[config.mk]
export PLATFORM = sky130hd
export DESIGN_NAME = player_ctrl_multi
export DESIGN_NICKNAME = d
export VERILOG_FILES = /design/src/rtl/player_ctrl_multi.sv
export SDC_FILE = /design/constraint.sdc
export NUM_CORES = 1
export LEC_CHECK = 0
export CAP_MARGIN = 20
export CORE_MARGIN = 5
export CORE_UTILIZATION = 57
export DETAILED_ROUTE_END_ITERATION = 10
export PLACE_DENSITY = 0.82
export SETUP_SLACK_MARGIN = 0.5
export SYNTH_ARGS = -nofsm -noshare
export SYNTH_HDL_FRONTEND = slang
export SYNTH_SLANG_ARGS = --single-unit
[constraint.sdc]
create_clock -name clk -period 6.85 [get_ports clk]
set_clock_uncertainty 0.1 [all_clocks]
set_input_delay 2.055 -clock clk [delete_from_list [all_inputs] [get_ports clk]]
set_output_delay 2.055 -clock clk [all_outputs]
set_load 0.02 [all_outputs]
[src/rtl/player_ctrl_multi.sv]
// Multi-player paddle position controller: key sampling, hold/auto-repeat FSMs,
// bounded moves and collision blocking. Define PLAYER_WRAP_EN for wrap-around at the edges.

module player_key_fsm #(
  parameter int HOLD_DLY      = 25_000_000,
  parameter int REPEAT_PERIOD = 5_000_000
) (
  input  logic clk,
  input  logic rst_n,
  input  logic enable,
  input  logic sample_ok,
  input  logic key_left_n,
  input  logic key_right_n,
  output logic req_left,
  output logic req_right
);
  // state     | meaning
  // IDLE      | waiting for a press edge on exactly one direction
  // WAIT_HOLD | press move issued, counting down HOLD_DLY before auto-repeat
  // REPEAT    | auto-repeat, one move every REPEAT_PERIOD cycles
  typedef enum logic [1:0] {IDLE, WAIT_HOLD, REPEAT} state_t;

  localparam int CNT_MAX = (HOLD_DLY > REPEAT_PERIOD) ? HOLD_DLY : REPEAT_PERIOD;
  localparam int CNT_W   = $clog2(CNT_MAX + 1);

  state_t           state_q, state_d;
  logic [CNT_W-1:0] cnt_q, cnt_d;
  logic             dir_q, dir_d;
  logic [1:0]       left_smp, right_smp;
  logic             left_cur, right_cur, left_edge, right_edge, held;
  logic             mv_left, mv_right;

  always_ff @(posedge clk or negedge rst_n) begin
    if (!rst_n) begin
      left_smp  <= 2'b11;
      right_smp <= 2'b11;
      state_q   <= IDLE;
      cnt_q     <= '0;
      dir_q     <= 1'b0;
      req_left  <= 1'b0;
      req_right <= 1'b0;
    end else begin
      left_smp  <= {left_smp[0], key_left_n};
      right_smp <= {right_smp[0], key_right_n};
      state_q   <= state_d;
      cnt_q     <= cnt_d;
      dir_q     <= dir_d;
      req_left  <= mv_left;
      req_right <= mv_right;
    end
  end

  // sample_ok masks the false edge seen when reset releases with a key already held
  assign left_cur   = ~left_smp[0];
  assign right_cur  = ~right_smp[0];
  assign left_edge  = sample_ok & left_smp[1] & ~left_smp[0];
  assign right_edge = sample_ok & right_smp[1] & ~right_smp[0];
  assign held       = dir_q ? (right_cur & ~left_cur) : (left_cur & ~right_cur);

  always_comb begin
    state_d  = state_q;
    cnt_d    = cnt_q;
    dir_d    = dir_q;
    mv_left  = 1'b0;
    mv_right = 1'b0;
    case (state_q)
      IDLE: begin
        cnt_d = '0;
        if (enable && left_edge && !right_cur) begin
          mv_left = 1'b1;
          dir_d   = 1'b0;
          state_d = WAIT_HOLD;
          cnt_d   = CNT_W'(HOLD_DLY - 1);
        end else if (enable && right_edge && !left_cur) begin
          mv_right = 1'b1;
          dir_d    = 1'b1;
          state_d  = WAIT_HOLD;
          cnt_d    = CNT_W'(HOLD_DLY - 1);
        end
      end
      WAIT_HOLD, REPEAT: begin
        if (!enable || !held) begin
          state_d = IDLE;
          cnt_d   = '0;
        end else if (cnt_q == '0) begin
          mv_left  = ~dir_q;
          mv_right = dir_q;
          state_d  = REPEAT;
          cnt_d    = CNT_W'(REPEAT_PERIOD - 1);
        end else begin
          cnt_d = cnt_q - 1'b1;
        end
      end
      default: begin
        state_d = IDLE;
        cnt_d   = '0;
      end
    endcase
  end
endmodule

module player_ctrl_multi #(
  parameter int NUM_PLAYERS   = 2,
  parameter int POS_W         = 10,
  parameter int X_MIN         = 0,
  parameter int X_MAX         = 620,
  parameter int X_INIT0       = 100,
  parameter int X_SPACING     = 300,
  parameter int STEP          = 20,
  parameter int MIN_GAP       = 40,
  parameter int HOLD_DLY      = 25_000_000,
  parameter int REPEAT_PERIOD = 5_000_000
) (
  input  logic                         clk,
  input  logic                         rst_n,
  input  logic                         enable,
  input  logic [NUM_PLAYERS-1:0]       key_left_n,
  input  logic [NUM_PLAYERS-1:0]       key_right_n,
  output logic [NUM_PLAYERS*POS_W-1:0] x,
  output logic [NUM_PLAYERS-1:0]       move_pulse,
  output logic [NUM_PLAYERS-1:0]       blocked,
  output logic [NUM_PLAYERS-1:0]       at_min,
  output logic [NUM_PLAYERS-1:0]       at_max
);
  typedef logic [POS_W:0] ext_t;

  logic [POS_W-1:0]       pos_q [NUM_PLAYERS];
  logic [POS_W-1:0]       pos_d [NUM_PLAYERS];
  ext_t                   tgt   [NUM_PLAYERS];
  logic [NUM_PLAYERS-1:0] req_left, req_right, accept, refuse;
  logic [1:0]             warm_q;

  function automatic logic [POS_W-1:0] init_pos(input int i);
    return POS_W'(X_INIT0 + i * X_SPACING);
  endfunction

  function automatic ext_t step_left(input ext_t cur);
`ifdef PLAYER_WRAP_EN
    if (cur == ext_t'(X_MIN)) return ext_t'(X_MAX);
`endif
    if (cur >= ext_t'(X_MIN + STEP)) return cur - ext_t'(STEP);
    return ext_t'(X_MIN);
  endfunction

  function automatic ext_t step_right(input ext_t cur);
`ifdef PLAYER_WRAP_EN
    if (cur == ext_t'(X_MAX)) return ext_t'(X_MIN);
`endif
    if (cur + ext_t'(STEP) <= ext_t'(X_MAX)) return cur + ext_t'(STEP);
    return ext_t'(X_MAX);
  endfunction

  function automatic logic gap_lt(input ext_t a, input ext_t b);
    ext_t d;
    d = (a > b) ? (a - b) : (b - a);
    return int'(d) < MIN_GAP;
  endfunction

  for (genvar g = 0; g < NUM_PLAYERS; g++) begin : g_player
    player_key_fsm #(
      .HOLD_DLY      (HOLD_DLY),
      .REPEAT_PERIOD (REPEAT_PERIOD)
    ) u_fsm (
      .clk         (clk),
      .rst_n       (rst_n),
      .enable      (enable),
      .sample_ok   (warm_q[1]),
      .key_left_n  (key_left_n[g]),
      .key_right_n (key_right_n[g]),
      .req_left    (req_left[g]),
      .req_right   (req_right[g])
    );
    assign x[g*POS_W +: POS_W] = pos_q[g];
  end

  always_comb begin
    for (int i = 0; i < NUM_PLAYERS; i++) begin
      tgt[i] = req_right[i] ? step_right({1'b0, pos_q[i]}) : step_left({1'b0, pos_q[i]});
    end
  end

  // Players are resolved in index order so a lower index claims its target first.
  always_comb begin : p_resolve
    logic [NUM_PLAYERS-1:0] acc_v;
    logic                   clash;
    acc_v  = '0;
    clash  = 1'b0;
    refuse = '0;
    for (int i = 0; i < NUM_PLAYERS; i++) begin
      if (enable && (req_left[i] || req_right[i]) && (tgt[i] != {1'b0, pos_q[i]})) begin
        clash = 1'b0;
        for (int j = 0; j < NUM_PLAYERS; j++) begin
          if (j != i && gap_lt(tgt[i], {1'b0, pos_q[j]})) clash = 1'b1;
          if (j < i && acc_v[j] && gap_lt(tgt[i], tgt[j])) clash = 1'b1;
        end
        if (clash) refuse[i] = 1'b1;
        else       acc_v[i]  = 1'b1;
      end
    end
    accept = acc_v;
  end

  always_comb begin
    for (int i = 0; i < NUM_PLAYERS; i++) begin
      pos_d[i] = accept[i] ? tgt[i][POS_W-1:0] : pos_q[i];
    end
  end

  always_ff @(posedge clk or negedge rst_n) begin
    if (!rst_n) begin
      warm_q     <= '0;
      move_pulse <= '0;
      blocked    <= '0;
      for (int i = 0; i < NUM_PLAYERS; i++) begin
        pos_q[i]  <= init_pos(i);
        at_min[i] <= (init_pos(i) == POS_W'(X_MIN));
        at_max[i] <= (init_pos(i) == POS_W'(X_MAX));
      end
    end else begin
      warm_q     <= {warm_q[0], 1'b1};
      move_pulse <= accept;
      blocked    <= refuse;
      for (int i = 0; i < NUM_PLAYERS; i++) begin
        pos_q[i]  <= pos_d[i];
        at_min[i] <= (pos_d[i] == POS_W'(X_MIN));
        at_max[i] <= (pos_d[i] == POS_W'(X_MAX));
      end
    end
  end
endmodule

==> impl.org <==
** Run status
- Run status :: completed

** Final layout
- The repair_antennas step left the layout with diodes totalling 0.
- Cells fill 63.4% of the core in the end.
- The final layout contains 1167 nets.
- Number of fill cells :: 1271
- Layout cell share with drive strength beyond 1 :: 9.18%
- Count of placed standard cells in the final layout, fillers left out :: 1277
- The multi-input combinational cells in the finished layout cover a total of 5760 µm².
- Storage element area :: 2470 µm²
- Growth of design area from synthesis to finish :: 10.2%

** Synthesis
- Adder-cell share of the synthesized area :: 11.0%
- Mapped Nets :: 1139
- The portion of synthesized area spent on multiplexers is 3.29%.
- Yosys warning total :: 0
- Number of synthesized flops with an enable pin :: 0
- The average instance in the mapped netlist occupies 8.22 µm².
- Combinational family with the most area after synthesis :: compound AO/OA/AOI/OAI gates
- Share of flip-flops with an asynchronous set or reset after synthesis :: 100%
- Netlist Area Pre-Place :: 8680 µm²
- Post-synthesis share of cell area spent on and, or, nand and nor gates :: 21.8%
- Most instantiated flip-flop cell in the synthesis netlist :: sky130_fd_sc_hd__dfrtp_1
- Count of cell types in the netlist :: 95
- Synthesis produced a netlist whose cell count is 1056.
- Flip-flop and latch count after synthesis :: 98
- After Yosys synthesis, XOR and XNOR cells account for 6.56% of the synthesized area.
- Of the synthesized area, sequential elements account for 28.4%.
- Complex-gate fraction of the synthesized area :: 23.3%

** Route
- Remaining DRCs :: 0
- Remaining antenna violation count after routing :: 0
- Before antenna repair, the detailed router went through 5 iterations.
- Routed via count divided by cell count :: 6.46
- Detailed router's first-iteration violation count :: 818
- Total number of vias :: 8253
- Routed Wire Length :: 24.4 mm
- After detailed routing, the average wire length per cell comes to 19.1 µm.

** Worst setup path
- For the worst setup path, the data arrival time is 6.26 ns.
- The worst setup path is launched from a flip-flop.
- Startpoint-to-endpoint class of the critical path :: reg -> reg
- Data required time of the critical path :: 7.03 ns
- In this run the worst path has a maximum fanout of 16.
- In this run the critical register-to-register path is launched from x[12].
- For flop-to-flop paths, the worst setup slack is 0.77 ns.
- CP cell instances :: inv_1, ha_1, nand2b_1, a21oi_1, o311ai_0, nand3_1, nand3_1, nand2_1, nor2_1, ha_1, a21o_1, a221o_1, a221oi_2, buf_4, o21bai_1, a21o_1, o31ai_1, mux2i_1, nor3_2, a211oi_4, buf_12, mux2i_1
- Max stage delay cell, worst path :: sky130_fd_sc_hd__dfrtp_2
- Tracing the worst setup path back leads to its startpoint at x[12].
- Worst setup EP type :: flip-flop
- Stage delay of the slowest cell on the critical path :: 0.55 ns

** CTS
- After clock tree synthesis, the clock-pin slew on the worst setup and hold paths is 0.07 ns.
- The clock passes through at most 2 buffers.
- Number of buffers created by CTS :: 9
- Counting every sink on the clock net gives 98.
- In this run, post-CTS hold repair placed 0 buffers.
- CTS H-Tree Depth :: 3
- Clock root cell :: sky130_fd_sc_hd__clkbuf_16
- CTS tree :: built
- At the later pin of the worst-skew pair, clock insertion delay measures 0.35 ns.

** Floorplanning
- In this run the count of I/O pins placed on the die edge is 35.
- Die height :: 133 µm
- Die X-Extent :: 133 µm
- In this run the standard cell core region covers 15100 µm².
- Die area :: 17800 µm²
- Row generation in the floorplan step produced 45 rows.
- The initial utilization of the core area, before any placement, comes to 57.5%.

** GRT
- Total congestion overflow :: 0
- Pin count of the biggest net entering global routing :: 57
- The number of global-route vias before repair came to 7713.
- First-pass GRT wire length :: 38.9 mm
- Across every metal layer, demand over resource in global routing totals 26.8%.
- The initial antenna violation count is 0.

** Run
- Number of maximum-capacitance violations :: 0

** STA
- For the pin with the worst max-slew slack, the measured transition is 1.05 ns.
- The smallest clock period supported by the final layout is computed as 6.08 ns.
- Setup repair after global routing left no endpoint under its margin.
- Static timing analysis puts the maximum clock frequency at 164 MHz.
- Setup TNS :: 0 ns
- The hold violation total from the final report was 0.
- Across all hold checks on the routed design, the worst slack comes to 0.250 ns.
- Max-slew violation count :: 0
- Setup violations remaining at the end of the flow were counted as 0.
- Period Utilization, post-route :: 88.8%
- Slew Limit Headroom :: 29.5%

** Placement
- Port buffering added 34 buffers.
- Cell count after placement :: 1255
- HPWL Detailed :: 18.2 mm
- Placer Congestion :: 1.01

** Worst hold path
- The startpoint identified for the worst hold timing path is warm_q[0].
- The path class of the tightest hold or removal check is reg -> reg.
==> final timing paths <==
| kind | endpoint | cells past startpoint |
|---|---|---|
| max | x[17] | 22 |
| max in group asynchronous | x[12] | 2 |
| min in group asynchronous | g_player[0].u_fsm.cnt_q[21] | 1 |
| max reg2reg | x[17] | 22 |
| min reg2reg | warm_q[1] | 0 |
| min | warm_q[1] | 0 |
==> routing by layer <==
layer	vias to the layer above	global-route usage, %	part of all wire [%]
li1	3878	-	-
met4	0	11.5	3.4
met5	-	0	0
met3	72	4.53	7.8
met1	3912	35.2	43
met2	391	43.7	46
==> flip-flops by register name, summed over array words and instances (netlist names), 4 cells and up <==
| name | flops |
|---|---|
| g_player.u_fsm.cnt_q | 50 |
| x | 20 |
| g_player.u_fsm.left_smp | 4 |
| g_player.u_fsm.right_smp | 4 |
| g_player.u_fsm.state_q | 4 |
==> area by class of cell <==
class / count / share of cell area [%]
well taps: 188 / 2.46
clock buffers: 9 / 2.35
multi-input cells: 842 / 60.2
inverters: 74 / 2.93
clock inverters: 7 / 0.641
repair buffers: 59 / 5.62
flip-flops and latches: 98 / 25.8
==> worst max-delay path, delay by kind of cell, from the launching register on <==
kind,cells,cell delay (ns)
flops,1,0.55
simple gates,6,1.40
compound gates,9,2.01
buf+inv,3,0.61
fa+ha+maj,2,0.74
mux,2,0.58
==> timing repair <==
item,in CTS,in global routing
pin swaps,1,3
gates resized for setup,0,13
endpoints found under the setup margin,13,25
endpoints found under the hold margin,0,0
setup buffers,1,5
==> cells by family (layout without fill, tap and decap cells) <==
group,count (synthesis),after routing
and+or+nand+nor,371,371
AOI/OAI and AO/OA,301,301
buffers and inverters,116,149
DFF,98,98
adders and majority gates,76,76
xor gates and xnor gates,65,65
muxes,28,28
other,1,1
==> through the flow <==
stage | setup slack, ns | area (µm²)
4_1_cts | 0.531 | 9500
2_1_floorplan | 0.904 | 8680
5_1_grt | 0.478 | 9570
6_report | 0.767 | 9570
3_3_place_gp | 0.368 | 9190
3_5_place_dp | 0.226 | 9190
==> placed cells by master, fill, tap and decap left out, types with 5 or more instances in the layout <==
cell,Yosys,routed
sky130_fd_sc_hd__a211oi_1,12,11
sky130_fd_sc_hd__a21o_1,16,16
sky130_fd_sc_hd__a21oi_1,68,66
sky130_fd_sc_hd__a31oi_1,10,10
sky130_fd_sc_hd__and2_1,15,15
sky130_fd_sc_hd__and4_1,6,6
sky130_fd_sc_hd__buf_4,2,25
sky130_fd_sc_hd__clkbuf_16,0,9
sky130_fd_sc_hd__clkdlybuf4s50_1,0,33
sky130_fd_sc_hd__dfrtp_1,84,81
sky130_fd_sc_hd__dfstp_2,14,14
sky130_fd_sc_hd__ha_1,76,74
sky130_fd_sc_hd__inv_1,69,69
sky130_fd_sc_hd__mux2i_1,27,27
sky130_fd_sc_hd__nand2_1,90,90
sky130_fd_sc_hd__nand2b_1,18,18
sky130_fd_sc_hd__nand3_1,30,30
sky130_fd_sc_hd__nand4_1,16,16
sky130_fd_sc_hd__nor2_1,92,92
sky130_fd_sc_hd__nor2b_1,9,9
sky130_fd_sc_hd__nor3_1,26,25
sky130_fd_sc_hd__nor3_2,4,5
sky130_fd_sc_hd__nor4_1,18,18
sky130_fd_sc_hd__o211ai_1,14,14
sky130_fd_sc_hd__o21a_1,7,7
sky130_fd_sc_hd__o21ai_0,81,80
sky130_fd_sc_hd__o22ai_1,6,6
sky130_fd_sc_hd__o31ai_1,10,10
sky130_fd_sc_hd__or3_1,9,9
sky130_fd_sc_hd__or4_1,8,8
sky130_fd_sc_hd__xnor2_1,48,48
sky130_fd_sc_hd__xor2_1,17,17
==> cell usage after synthesis, drive strengths merged (27+ instances only) <==
master  number  area [µm²]
nand3       31         160
a21oi       70         365
nand2       90         338
clkbuf      27         101
ha          76         951
dfrtp       84        2100
mux2i       27         270
inv         73         277
o21ai       85         429
nor3        31         186
xnor2       48         420
nor2        93         352
Power is not shown: default switching activity piles up to over one toggle a cycle in this logic, so the estimate is an artifact.
